===== src/rtl/pr_shutdown_pkg.sv =====
// Shared types and helpers for the PR region shutdown sequencer.
// State names follow the region's lifecycle: running, draining, isolated, releasing, settling.
package pr_shutdown_pkg;

  typedef enum logic [2:0] {
    ACTIVE,
    DRAIN,
    SHUTDOWN,
    RELEASE,
    SETTLE
  } state_t;

  localparam int PR_MAX_CHANNELS = 32;

  // Bits needed to hold the larger of two cycle limits without wrapping.
  function automatic int clog2_max(input int a, input int b);
    int m;
    m = (a > b) ? a : b;
    return $clog2(m + 1);
  endfunction

endpackage


===== src/rtl/pr_shutdown_timer.sv =====
// Saturating up-counter with synchronous clear and a terminal-count compare.
// The count stops at all-ones so a long wait can never alias back to a small value.
module pr_shutdown_timer #(
  parameter int W = 16
) (
  input  logic         clk,
  input  logic         rst_n,
  input  logic         clear,
  input  logic         enable,
  input  logic [W-1:0] term,
  output logic         hit
);

  logic [W-1:0] count;

  always_ff @(posedge clk) begin
    if (!rst_n) begin
      count <= '0;
    end else if (clear) begin
      count <= '0;
    end else if (enable && (count != '1)) begin
      count <= count + W'(1);
    end
  end

  assign hit = (count == term);

endmodule


===== src/rtl/pr_shutdown_sequencer.sv =====
// Sequences shutdown/release of N AXIS decouplers around a PR region and reports
// isolated/active status with bounded ack waits and sticky timeout diagnostics.
module pr_shutdown_sequencer
  import pr_shutdown_pkg::*;
#(
  parameter int C_NUM_CHANNELS   = 4,
  parameter int C_TIMEOUT_CYCLES = 65535,
  parameter int C_SETTLE_CYCLES  = 16
) (
  input  logic                      clk,
  input  logic                      rst_n,
  input  logic                      req_shutdown,
  input  logic                      clr_timeout,
  output logic [C_NUM_CHANNELS-1:0] shutdown_req,
  input  logic [C_NUM_CHANNELS-1:0] shutdown_ack,
  output logic                      status_shutdown,
  output logic                      status_active,
  output logic                      status_timeout,
  output logic [C_NUM_CHANNELS-1:0] timeout_ch
);

  localparam int CW = clog2_max(C_TIMEOUT_CYCLES, C_SETTLE_CYCLES);
  localparam bit TIMEOUT_EN = (C_TIMEOUT_CYCLES != 0);
  localparam logic [CW-1:0] TIMEOUT_TERM =
    TIMEOUT_EN ? CW'(C_TIMEOUT_CYCLES - 1) : '0;
  localparam logic [CW-1:0] SETTLE_TERM = CW'(C_SETTLE_CYCLES - 1);

  state_t                    state;
  state_t                    state_nxt;
  logic                      tmr_clear;
  logic                      tmr_en;
  logic                      tmr_hit;
  logic [CW-1:0]             tmr_term;
  logic                      to_fire;
  logic [C_NUM_CHANNELS-1:0] to_mask;

  assign tmr_term = (state == SETTLE) ? SETTLE_TERM : TIMEOUT_TERM;

  pr_shutdown_timer #(
    .W(CW)
  ) u_timer (
    .clk    (clk),
    .rst_n  (rst_n),
    .clear  (tmr_clear),
    .enable (tmr_en),
    .term   (tmr_term),
    .hit    (tmr_hit)
  );

  // Every transition restarts the wait counter; only waiting states let it run.
  always_comb begin
    state_nxt = state;
    tmr_clear = 1'b0;
    tmr_en    = 1'b0;
    to_fire   = 1'b0;
    to_mask   = '0;
    case (state)
      ACTIVE: begin
        tmr_clear = 1'b1;
        if (req_shutdown) state_nxt = DRAIN;
      end
      DRAIN: begin
        tmr_en = 1'b1;
        if (&shutdown_ack) begin
          state_nxt = SHUTDOWN;
          tmr_clear = 1'b1;
        end else if (!req_shutdown) begin
          state_nxt = RELEASE;
          tmr_clear = 1'b1;
        end else if (TIMEOUT_EN && tmr_hit) begin
          to_fire   = 1'b1;
          to_mask   = ~shutdown_ack;
          state_nxt = SHUTDOWN;
          tmr_clear = 1'b1;
        end
      end
      SHUTDOWN: begin
        tmr_clear = 1'b1;
        if (!req_shutdown) state_nxt = RELEASE;
      end
      RELEASE: begin
        tmr_en = 1'b1;
        if (!(|shutdown_ack)) begin
          state_nxt = SETTLE;
          tmr_clear = 1'b1;
        end else if (TIMEOUT_EN && tmr_hit) begin
          to_fire   = 1'b1;
          to_mask   = shutdown_ack;
          state_nxt = SETTLE;
          tmr_clear = 1'b1;
        end
      end
      SETTLE: begin
        tmr_en = 1'b1;
        if (req_shutdown) begin
          state_nxt = DRAIN;
          tmr_clear = 1'b1;
        end else if (tmr_hit) begin
          state_nxt = ACTIVE;
          tmr_clear = 1'b1;
        end
      end
      default: begin
        state_nxt = SETTLE;
        tmr_clear = 1'b1;
      end
    endcase
  end

  // Outputs decode the current state, so they trail each state change by one edge.
  always_ff @(posedge clk) begin
    if (!rst_n) begin
      state           <= SETTLE;
      shutdown_req    <= '0;
      status_shutdown <= 1'b0;
      status_active   <= 1'b0;
      status_timeout  <= 1'b0;
      timeout_ch      <= '0;
    end else begin
      state           <= state_nxt;
      shutdown_req    <= {C_NUM_CHANNELS{(state == DRAIN) || (state == SHUTDOWN)}};
      status_shutdown <= (state == SHUTDOWN);
      status_active   <= (state == ACTIVE);
      if (to_fire) begin
        status_timeout <= 1'b1;
        timeout_ch     <= timeout_ch | to_mask;
      end else if (clr_timeout) begin
        status_timeout <= 1'b0;
        timeout_ch     <= '0;
      end
    end
  end

endmodule


===== config.mk =====
export PLATFORM = sky130hd
export DESIGN_NAME = pr_shutdown_sequencer
export DESIGN_NICKNAME = d
export VERILOG_FILES = /design/src/rtl/pr_shutdown_pkg.sv /design/src/rtl/pr_shutdown_timer.sv /design/src/rtl/pr_shutdown_sequencer.sv
export SDC_FILE = /design/constraint.sdc
export NUM_CORES = 1
export LEC_CHECK = 0
export ABC_CLOCK_PERIOD_IN_PS = 1600
export CORE_MARGIN = 4
export CORE_UTILIZATION = 35
export CTS_CLUSTER_SIZE = 24
export DETAILED_ROUTE_END_ITERATION = 8
export PLACE_DENSITY = 0.54
export SETUP_SLACK_MARGIN = 0.4
export SYNTH_ARGS = -nofsm -noshare
export SYNTH_HDL_FRONTEND = slang
export SYNTH_SLANG_ARGS = --single-unit

===== constraint.sdc =====
create_clock -name clk -period 1.6 [get_ports clk]
set_input_delay 0.32 -clock clk [delete_from_list [all_inputs] [get_ports clk]]
set_output_delay 0.32 -clock clk [all_outputs]
set_load 0.03 [all_outputs]

# [After elaboration in Yosys (flattened, before gate mapping)]
# Index checks and enable logic that the tools add are counted.
[totals] register_bits=27 inputBits=8 out_inout_bits=11 elab_cells=63
[op_classes] add_sub_neg=1 n_eq_ne=11 muxes=32 bitwise_logic=3 n_reduce_logical=9
[op_table] op="2-to-1 mux 4 bit" count=7
[op_table] op="2-to-1 mux 3 bit" count=9
[op_table] op="adder 16 x 1 -> 16 bit, second input constant" count=1
[op_table] op="== test 16 bit" count=1
[op_table] op="2-to-1 mux 16 bit" count=1
[op_table] op="!= test 16 bit, second input constant" count=1
[op_table] op="one-hot mux 3 bit (5 select lines)" count=1
[op_table] op="2-to-1 mux 1 bit" count=11
[op_table] op="one-hot mux 4 bit (2 select lines)" count=1
[op_table] op="== test 3 x 2 -> 1 bit, second input constant" count=2
[op_table] op="!= test 3 bit, second input constant" count=2
[op_table] op="AND reduction 5 bit" count=1
[op_table] op="!= test 2 bit, second input constant" count=2
[op_table] op="!= test 4 bit, second input constant" count=1
[op_table] op="NOT 4 bit" count=1
[op_table] op="OR 4 bit" count=1
[op_table] op="AND reduction 4 bit" count=1
[op_table] op="OR reduction 4 bit" count=1
[op_table] op="== test 3 x 1 -> 1 bit, second input constant" count=1
[op_table] op="== test 3 bit, second input constant" count=1
[op_table] op="zero test 3 bit" count=1
[op_table] op="one-hot mux 1 bit (3 select lines)" count=1
[op_table] op="OR reduction 3 bit" count=1
[op_table] op="one-hot mux 1 bit (2 select lines)" count=1
[op_table] op="5 further kinds" count=5

# [Longest topological paths before layout]
# Gate-level depths: netlist (run 1).
[logic_depth] ltp_word=9 mapped_depth=7 ltp_nobuf=6

# [Cells and area by module]
# A second synthesis (run 1) with hierarchy kept.
[hier_totals] cells_unflattened=195 hier_area_um2=1570.3
[modules_own_cells] module="pr_shutdown_timer" instances=1 cells_per_inst=125 area_per_inst_um2=1006.0 seq_area_each_um2=320.3
[modules_own_cells] module="pr_shutdown_sequencer" instances=1 cells_per_inst=70 area_per_inst_um2=564.3 seq_area_each_um2=220.2

# [Least setup slack after synthesis (run 1)]
# Ideal clock, no wire load.
[synth_path] path_type="register to register" startpoint="register u_timer.count[0]" endpoint="register u_timer.count[7]" setup_ns=0.115 arrival_time_ns=1.508 t_required_ns=1.485 path_slack_ns=-0.023 stages_incl_launch_ff=8 path_buffers=1 synth_period_minus_slack_ns=1.623 path_cell_list="dfxtp_1 ha_1 and3_1 and4_1 buf_6 nor4b_2 xnor2_1 nor2_2"
[synth_via] elab_chain_cells=6 word_cells_on_any_way=11 cone_classes="add/sub: 1; eq/ne: 2; mux: 6; reduce/logical: 2"
[synth_lines] element="start: declaration" line="pr_shutdown_timer.sv:14" text="logic [W-1:0] count;"
[synth_lines] element="start signal: assignment" line="pr_shutdown_timer.sv:22" text="count <= count + W'(1);"
[synth_lines] element="== test 16 bit" line="pr_shutdown_timer.sv:26" text="assign hit = (count == term);"
[synth_lines] element="2-to-1 mux 1 bit" line="pr_shutdown_sequencer.sv:70, pr_shutdown_sequencer.sv:86, pr_shutdown_sequencer.sv:98"
[synth_lines] element="2-to-1 mux 1 bit" line="pr_shutdown_sequencer.sv:67" text="end else if (!req_shutdown) begin"
[synth_lines] element="2-to-1 mux 1 bit" line="pr_shutdown_sequencer.sv:64" text="if (&shutdown_ack) begin"
[synth_lines] element="one-hot mux 1 bit (3 select lines)" line="pr_shutdown_sequencer.sv:57" text="case (state)"
[synth_lines] element="OR reduction 2 bit (no line)"
# Parallel ways exist; a longest one is shown, timed or not.
# A chain may end at the register's enable or synchronous reset.

# [Worst setup path in the final report (run 1)]
[layout_path] startpoint="register u_timer.count[0]" endpoint="register u_timer.count[12]"
# Same word-level chain as after synthesis.

==> results of run 1 <==
-- power by group through the flow --
stage          registers [W]  logic (W)  clock network (W)
5_1_grt             0.000807    0.00130           0.000433
4_1_cts             0.000795    0.00112           0.000409
6_report            0.000799    0.00121           0.000402
2_1_floorplan       0.000804   0.000673                  0
3_5_place_dp        0.000802    0.00103                  0
3_3_place_gp        0.000797    0.00102                  0
-- cells by family (layout without fill, tap and decap cells) --
| kind of cell | Yosys count | after routing | synth area share |
|---|---|---|---|
| and+or+nand+nor | 90 | 90 | 0.336 |
| AOI/OAI and AO/OA | 28 | 28 | 0.155 |
| DFF | 27 | 27 | 0.318 |
| buffers and inverters | 19 | 74 | 0.0736 |
| xor gates and xnor gates | 17 | 17 | 0.0876 |
| muxes | 4 | 4 | 0.0235 |
| adders and majority gates | 1 | 1 | 0.00736 |
-- tightest hold or removal path, stage by stage, from the launching register on --
cell,delay [ns]
dfxtp_1,0.32
inv_1,0.05
o22ai_1,0.07
-- worst max-delay path by stage --
stage                     slack [ns]                            from                        endpoint
after global routing           -0.14  u_timer.count[10]$_SDFFE_PP0P_  u_timer.count[12]$_SDFFE_PP0P_
final                          -0.07   u_timer.count[0]$_SDFFE_PP0P_  u_timer.count[12]$_SDFFE_PP0P_
after detailed placement       -0.50                 shutdown_ack[0]      timeout_ch[3]$_SDFFE_PN0P_
after global placement         -0.42                 shutdown_ack[0]      timeout_ch[0]$_SDFFE_PN0P_
after CTS                      -0.05   u_timer.count[0]$_SDFFE_PP0P_  u_timer.count[12]$_SDFFE_PP0P_
after floorplan                 0.03           state[1]$_SDFFE_PN0P_  u_timer.count[15]$_SDFFE_PP0P_
-- metal layers --
layer | track usage | part of all wire | up-vias | wire, um
met5 | 0 | 0 | - | 0
met4 | 0.0427 | 0.019 | 0 | 81
met3 | 0.0290 | 0.036 | 8 | 155
met2 | 0.247 | 0.49 | 27 | 2140
met1 | 0.193 | 0.45 | 749 | 1960
li1 | - | - | 773 | -
-- flip-flops by register name, summed over array words and instances (netlist names) --
register	flops
u_timer.count	16
timeout_ch	4
state	3
shutdown_req	1
status_active	1
status_shutdown	1
status_timeout	1
-- through the flow --
stage / TNS (ns) / util / power [W] / worst slack [ns]
floorplan: 0 / - / 0.00148 / 0.0294
global placement: -9.12 / 0.466 / 0.00181 / -0.422
detailed placement: -9.94 / 0.466 / 0.00184 / -0.498
CTS: -0.508 / 0.497 / 0.00233 / -0.0521
global route: -2.58 / 0.520 / 0.00254 / -0.136
finish: -0.865 / 0.520 / 0.00241 / -0.0708
-- what timing repair did --
action / CTS / global route
resized for setup: 81 / 30
setup buffers: 7 / 0
setup endpoints to repair: 36 / 31
pin swaps: 10 / 14
gates cloned: 1 / 0
-- placed cells by master (no fill, tap or decap), drive strengths merged, types with 2 or more instances in the layout --
| master | n |
|---|---|
| nor4b | 2 |
| nand2 | 12 |
| nor2 | 23 |
| inv | 8 |
| dlygate4sd2 | 4 |
| buf | 54 |
| clkdlybuf4s50 | 2 |
| and2 | 2 |
| dfxtp | 27 |
| nor3b | 5 |
| and4 | 6 |
| nand4 | 3 |
| nor2b | 2 |
| nor4 | 4 |
| and3 | 4 |
| o21ai | 6 |
| nor3 | 8 |
| mux2i | 4 |
| a211oi | 2 |
| clkbuf | 4 |
| nand2b | 3 |
| a21oi | 7 |
| xnor2 | 16 |
| o22ai | 6 |
| nand3 | 10 |
| o32ai | 2 |
-- area by class of cell --
| type | instances | area, um^2 | share of cell area |
|---|---|---|---|
| clock buffer | 3 | 41.3 | 0.0168 |
| timing repair buffer | 62 | 514 | 0.209 |
| clock inverter | 1 | 5.00 | 0.00204 |
| tap | 67 | 83.8 | 0.0341 |
| multi-input combinational | 140 | 1220 | 0.498 |
| inverter | 8 | 30.0 | 0.0122 |
| sequential | 27 | 559 | 0.228 |
==> impl_metrics.tcl, run 1 <==
set metrics [dict create \
    gr-usage-all-layers 0.148 \
    setup_ws_ns -0.0708 \
    combinationalPowerShare 0.502 \
    period_needed_ns 1.67 \
    synth-edff-count 0 \
    vias 1557 \
    dp.cells 296 \
    htreeDepth 1 \
    clock.fmax_mhz 599 \
    routedWlPerCell_um 14.1 \
    final_nets 251 \
    finalSetupViolations 18 \
    final_layout_size_suffix_gt1_frac 0.506 \
    syn_inst 186 \
    worstPathArrival_ns 1.85 \
    ys_ff_latch 27 \
    rsz0062_at_grt "yes" \
    hold_buffers 0 \
    drc 0 \
    chipHeight_um 77.7 \
    critical_path_class "reg2reg" \
    hold_end "timeout_ch[1]$_SDFFE_PN0P_" \
    finalWirelength_um 4340 \
    p_seq_frac 0.331 \
    slowest_stage "dfxtp_4" \
    clock-sinks 27 \
    swShare 0.379 \
    ir_worst_vdd_mv 0.561 \
    cts_tree "built" \
    min_period_over_period 1.04 \
    worstMarginPinSlew_ns 0.324 \
    final_antenna_net_count 0 \
    power.share.clock 0.167 \
    core_area_um2 4720 \
    hold_path.class "reg2reg" \
    hpwl_um 3150 \
    areaGrowthSynthToFinish_pct 44.4 \
    clkTransAtPathRegs_ns 0.10 \
    synth_warnings 0 \
    switchingPower_w 0.000914 \
    hold_path.startpoint "timeout_ch[1]$_SDFFE_PN0P_" \
    fillerInstances 433 \
    io_pins 19 \
    max_slew_margin 0.783 \
    antenna_cells 0 \
    regToRegSetupSlack_ns -0.07 \
    crit_chain "buf_6 -> and4b_2 -> nand4_4 -> o311ai_4 -> buf_4 -> buf_12 -> nor2_1" \
    rows 25 \
    crit_fanout 6 \
    drv_cap 0 \
    synthTopCellsByCount "dfxtp_1, xnor2_1, nor2_1" \
    cts.path.max_buffers 2 \
    outcome "finished with violations" \
    whs_ns 0.482 \
    grt-ovfl-total 0 \
    gp_congestion 0.869 \
    cp_num_cells 7 \
    first_global_vias 1629 \
    grt_first_pass_wirelength_um 7400 \
    crit_buf_inv 3 \
    required_ns 1.78 \
    drtIter0Drc 43 \
    die_w_um 77.7 \
    ys_types 51 \
    syn_area_um2 1700 \
    whs_path_depth 2 \
    internal_power_w 0.00150 \
    dieArea_um2 6040 \
    leakage_nw 0.892 \
    grt_start_max_net_pins 16 \
    slew_viol_final 0 \
    cts-root-buf "clkbuf_8" \
    critPathMaxStageDelay_ns 0.36 \
    initial_core_util 0.360 \
    worstSetupStartpointType "register" \
    antenna_found_initial 0 \
    port_buffers 18 \
    synth_top_flop_cell "dfxtp_1" \
    reg2regPathDepth 7 \
    clk_latency_ns 0.28 \
    synth_nets 195 \
    async_flop_share 0 \
    rr_endpoint "u_timer.count[12]$_SDFFE_PP0P_" \
    synth.most_common_cell "dfxtp_1" \
    power_density_nw_per_um2 982 \
    cts_buffers 3 \
    synth_top_cell_by_area "dfxtp_1" \
    vias_per_cell 5.06 \
    hold_viol_final 0 \
    skew_ns 0.00482 \
    synth_top_area_frac 0.318 \
    drtPass1Iterations 4 \
    syn_area_per_cell_um2 9.14 \
    violations "negative setup slack" \
    r2r-start "u_timer.count[0]$_SDFFE_PP0P_" \
    postLayoutCellArea_um2 2460 \
    fin_cells 308 \
    end_kind "register" \
    dpl_cell_area_um2 2200 \
    synth.area.top_cells "dfxtp_1, xnor2_1, nor2_2" \
    cp_top_family "simple AND/OR/NAND/NOR gates" \
    ys_seq_area_frac 0.318 \
]
Note: power is estimated with default switching activity, not from simulation.
==> inputs of run 2 (changes only) <==
SYNTH_HIERARCHICAL = 1   (was unset)
==> impl_metrics.tcl, run 2 <==
set metrics [dict create \
    vias 1674 \
    p_seq_frac 0.492 \
    final.setup.tns_ns -8.70 \
    antenna_cells 0 \
    setup_ws_ns -0.453 \
    synth_top_area_frac 0.344 \
    vias_per_cell 5.25 \
    cts_buffers 3 \
    met2_usage 0.289 \
    grt_first_pass_wirelength_um 7090 \
    synth_top_cell_by_area "dfxtp_1" \
    synth_warnings 6 \
    ys_seq_area_frac 0.344 \
    areaGrowthSynthToFinish_pct 53.5 \
    end_kind "register" \
    top_regs "u_timer/count (16), timeout_ch (4), state (3)" \
    clk_latency_ns 0.27 \
    synth.area.top_cells "dfxtp_1, xnor2_1, o21ai_0" \
    dieArea_um2 5620 \
    outcome "finished with violations" \
    finalSetupViolations 24 \
    critPathCapture "u_timer/count[7]$_SDFFE_PP0P_" \
    final_layout_size_suffix_gt1_frac 0.416 \
    switchingPower_w 0.000378 \
    die_w_um 75.0 \
    regToRegSetupSlack_ns -0.45 \
    required_ns 1.78 \
    internal_power_w 0.00102 \
    fin_cells 319 \
    hold_viol_final 0 \
    final_cell_mix "buf_4, dfxtp_1, nand2_1" \
    routedWlPerCell_um 13.6 \
    synthTopCellsByCount "dfxtp_1, xnor2_1, nand2_1" \
    final_common_cell "buf_4" \
    dp_slack_ns -0.725 \
    critical_path_class "reg2reg" \
    slew_viol_final 0 \
    crit_fanout 7 \
    combinationalPowerShare 0.229 \
    clock-sinks 27 \
    min_period_over_period 1.28 \
    rsz0062_at_grt "yes" \
    power.share.clock 0.279 \
    reg2regPathDepth 11 \
    dp.cells 312 \
    rows 24 \
    clkTransAtPathRegs_ns 0.09 \
    antenna_found_initial 0 \
    drc 0 \
    chipHeight_um 75.0 \
    leakage_nw 0.942 \
    synth-edff-count 0 \
    grt-ovfl-total 0 \
    final_util 0.554 \
    gr-usage-all-layers 0.162 \
    clock.fmax_mhz 487 \
    hold_path.startpoint "timeout_ch[3]$_SDFFE_PN0P_" \
    async_flop_share 0 \
    synth_top_flop_cell "dfxtp_1" \
    regMostFlops "u_timer/count" \
    syn_area_per_cell_um2 8.05 \
    port_buffers 18 \
    first_global_vias 1592 \
    power_density_nw_per_um2 582 \
    initial_core_util 0.361 \
    met1_usage 0.196 \
    finalWirelength_um 4350 \
    ys_ff_latch 27 \
    core_area_um2 4350 \
    drtPass1Iterations 4 \
    cts.path.max_buffers 2 \
    grt_start_max_net_pins 16 \
    io_pins 19 \
    rr_endpoint "u_timer/count[7]$_SDFFE_PP0P_" \
    skew_ns 0.00332 \
    hpwl_um 3350 \
    violations "negative setup slack" \
    syn_inst 195 \
    busiest_layer "met2" \
    drv_cap 0 \
    r2r-start "state[1]$_SDFFE_PN0P_" \
    htreeDepth 1 \
    syn_area_um2 1570 \
    hold_buffers 0 \
    cts-root-buf "clkbuf_8" \
    final_nets 277 \
    cts_tree "built" \
    period_needed_ns 2.05 \
    cp-startpoint "state[1]$_SDFFE_PN0P_" \
    drtIter0Drc 73 \
    synth.most_common_cell "dfxtp_1" \
    worstSetupStartpointType "register" \
    final_antenna_net_count 0 \
    ir_worst_vdd_mv 0.318 \
    hold_path.class "reg2reg" \
    grt_util_met3 0.0227 \
    ys_types 44 \
    gp_congestion 0.884 \
    largest_register_ff_count 16 \
    swShare 0.270 \
    worstPathArrival_ns 2.23 \
]
## run 2: worst min path at each step
stage                     slack, ns  depth (start not counted)                         end
after floorplan                0.39                          1       state[2]$_SDFFE_PN1P_
after global placement         0.45                          1  timeout_ch[0]$_SDFFE_PN0P_
after global routing           0.48                          1  timeout_ch[3]$_SDFFE_PN0P_
final                          0.47                          1  timeout_ch[3]$_SDFFE_PN0P_
after CTS                      0.47                          1  timeout_ch[3]$_SDFFE_PN0P_
after detailed placement       0.46                          1  timeout_ch[3]$_SDFFE_PN0P_
## run 2: cell families after synthesis
group	share of synthesized area
and+or+nand+nor	0.293
AOI/OAI and AO/OA	0.211
DFF	0.344
buffers and inverters	0.0518
xor gates and xnor gates	0.0892
adders and majority gates	0.00797
other	0.00239
## run 2: layer usage
layer / wire [um] / vias up / part of all wire
met2: 2170 / 42 / 0.50
li1: - / 861 / -
met4: 49 / 0 / 0.011
met1: 1900 / 765 / 0.44
met5: 0 / - / 0
met3: 218 / 6 / 0.050
## run 2: repair_timing
action,4_1_cts,5_1_grt
pin swaps,4,6
setup buffers,3,0
setup endpoints to repair,35,28
resized for setup,66,25
## run 2: worst max-delay path: stages (launching register included)
cell	delay (ns)
dfxtp_2	0.35
nor2_4	0.16
nand2_8	0.09
buf_6	0.13
xnor2_2	0.11
nand4_1	0.14
nor4_2	0.33
inv_1	0.10
o21ai_2	0.08
nand2b_4	0.21
nor2_1	0.07
a41o_1	0.17
## run 2: metrics by stage
stage	hold slack, ns	instance area [um^2]	power [W]
finish	0.471	2410	0.00140
CTS	0.475	2330	0.00142
global placement	0.449	2240	0.000966
floorplan	0.392	1640	0.000857
global route	0.484	2410	0.00148
detailed placement	0.456	2240	0.000970
## run 2: cell type report
class | instances | area (um^2)
clock inverters | 1 | 5.00
well taps | 52 | 65.1
fillers | 403 | 1940
flip-flops and latches | 27 | 543
inverters | 6 | 22.5
clock buffers | 3 | 41.3
repair buffers | 77 | 612
multi-input cells | 153 | 1120
## run 2: power by group through the flow
stage	sequential (W)	clock [W]	combinational [W]
3_3_place_gp	0.000704	0	0.000262
2_1_floorplan	0.000713	0	0.000144
5_1_grt	0.000691	0.000444	0.000346
3_5_place_dp	0.000704	0	0.000265
6_report	0.000690	0.000392	0.000321
4_1_cts	0.000690	0.000417	0.000312
==> inputs of run 3 (changes only) <==
CORE_MARGIN = 2   (was 4)
==> impl_metrics.tcl, run 3 (synthesis gave the netlist of run 2 again) <==
set metrics [dict create \
    vias 1684 \
    outcome "finished with violations" \
    period_needed_ns 2.11 \
    crit_fanout 7 \
    ir_worst_vdd_mv 0.364 \
    hold_buffers 0 \
    cts-root-buf "clkbuf_8" \
    top_layer_used "met4" \
    wl_met3_um 151 \
    drc 0 \
    reg2regPathDepth 11 \
    worstSetupStartpointType "register" \
    hold_viol_final 0 \
    port_buffers 18 \
    regMostFlops "u_timer/count" \
    leakage_nw 0.930 \
    cp-startpoint "state[1]$_SDFFE_PN0P_" \
    final_layout_size_suffix_gt1_frac 0.380 \
    gr-usage-all-layers 0.191 \
    grt-ovfl-total 0 \
    cts_tree "built" \
    hold_path.class "reg2reg" \
    cts_buffers 3 \
    cp_top_family "simple AND/OR/NAND/NOR gates" \
    clock-sinks 27 \
    fin_cells 315 \
    dpl_cell_area_um2 2220 \
    clkTransAtPathRegs_ns 0.10 \
    final_cell_mix "buf_4, dfxtp_1, nand2_1" \
    first_global_vias 1641 \
    end_kind "register" \
    rows 24 \
    routedWlPerCell_um 14.6 \
    clk_latency_ns 0.27 \
    initial_core_util 0.363 \
    power_density_nw_per_um2 603 \
    areaGrowthSynthToFinish_pct 49.9 \
    drv_cap 0 \
    hold_path.startpoint "timeout_ch[1]$_SDFFE_PN0P_" \
    finalSetupViolations 24 \
    min_period_over_period 1.32 \
    final.setup.tns_ns -10.63 \
    cts.path.max_buffers 2 \
    total_power_w 0.00142 \
    required_ns 1.77 \
    die_w_um 71.0 \
    critPathMaxStageDelay_ns 0.35 \
    dp.cells 308 \
    met1_length_um 2100 \
    violations "negative setup slack" \
    final_common_cell "buf_4" \
    postLayoutCellArea_um2 2350 \
    whs_path_depth 1 \
    io_pins 19 \
    regToRegSetupSlack_ns -0.51 \
    grt_start_max_net_pins 15 \
    antenna_found_initial 0 \
    final_nets 273 \
    final_util 0.544 \
    clock.fmax_mhz 473 \
    worstPathArrival_ns 2.29 \
    antenna_cells 0 \
    slowest_stage "dfxtp_2" \
    slew_viol_final 0 \
    rsz0062_at_grt "yes" \
    crit_buf_inv 2 \
    fillerInstances 421 \
    vias_per_cell 5.35 \
    hold_end "timeout_ch[1]$_SDFFE_PN0P_" \
    hpwl_um 3570 \
    gp_congestion 0.837 \
    finalWirelength_um 4610 \
    r2r-start "state[1]$_SDFFE_PN0P_" \
    dr_wl_met2_um 2320 \
    final_antenna_net_count 0 \
    crit_chain "nor2_4 -> nand2_4 -> buf_6 -> xnor2_1 -> nand4_1 -> nor4_2 -> inv_1 -> o21ai_2 -> nand2b_4 -> nor2_1 -> a41o_1" \
    chipHeight_um 71.0 \
    largest_register_ff_count 16 \
    grt_first_pass_wirelength_um 7810 \
    rr_endpoint "u_timer/count[7]$_SDFFE_PP0P_" \
    htreeDepth 1 \
    setup_ws_ns -0.513 \
    skew_ns 0.00394 \
    drtPass1Iterations 4 \
    drtIter0Drc 50 \
    dieArea_um2 5040 \
    core_area_um2 4320 \
    top_regs "u_timer/count (16), timeout_ch (4), state (3)" \
    critical_path_class "reg2reg" \
]
## run 3: changes by cell type in the layout (fill, tap and decap cells not counted), sizes merged
cell           before  now
clkdlybuf4s50       7    6
clkinv              1    0
dlygate4sd2         0    1
clkbuf              4    5
buf                69   65
## run 3: worst max path at each step
stage | to | slack (ns) | cells after the start
finish | u_timer/count[7]$_SDFFE_PP0P_ | -0.51 | 11
detailed placement | u_timer/count[9]$_SDFFE_PP0P_ | -0.70 | 7
CTS | state[1]$_SDFFE_PN0P_ | -0.45 | 10
floorplan | u_timer/count[12]$_SDFFE_PP0P_ | -0.47 | 12
global route | state[1]$_SDFFE_PN0P_ | -0.60 | 10
global placement | u_timer/count[7]$_SDFFE_PP0P_ | -0.67 | 7
## run 3: power breakdown
part           internal [W]  switching (W)
Sequential         0.000681     0.00000776
Clock              0.000179       0.000222
Combinational      0.000173       0.000157
Total               0.00103       0.000387
## run 3: final cells by class
class | instances | area [um^2] | share of cell area
Sequential cell | 27 | 544 | 0.231
Inverter | 6 | 22.5 | 0.00957
Timing Repair Buffer | 73 | 582 | 0.247
Multi-Input combinational cell | 153 | 1090 | 0.465
Clock buffer | 4 | 45.0 | 0.0191
Tap cell | 52 | 65.1 | 0.0276
## run 3: worst register-to-register path: stages, from the launching register on
cell and delay [ns]:
dfxtp_2 0.35, nor2_4 0.12, nand2_4 0.11, buf_6 0.15, xnor2_1 0.21, nand4_1 0.16
nor4_2 0.31, inv_1 0.11, o21ai_2 0.09, nand2b_4 0.19, nor2_1 0.06, a41o_1 0.16
## run 3: through the flow
step / worst slack [ns] / hold slack [ns]
floorplan: -0.473 / 0.392
CTS: -0.449 / 0.476
finish: -0.513 / 0.473
detailed placement: -0.703 / 0.458
global route: -0.605 / 0.493
global placement: -0.666 / 0.448
## run 3: repair_timing
item,4_1_cts,5_1_grt
pin swaps,8,3
gates resized for setup,72,12
setup buffers,2,1
endpoints found under the setup margin,35,28
## run 3: layer usage
metal	global-route usage	vias up
met5	0	-
li1	-	857
met2	0.328	34
met4	0.0314	0
met3	0.0271	6
met1	0.261	787
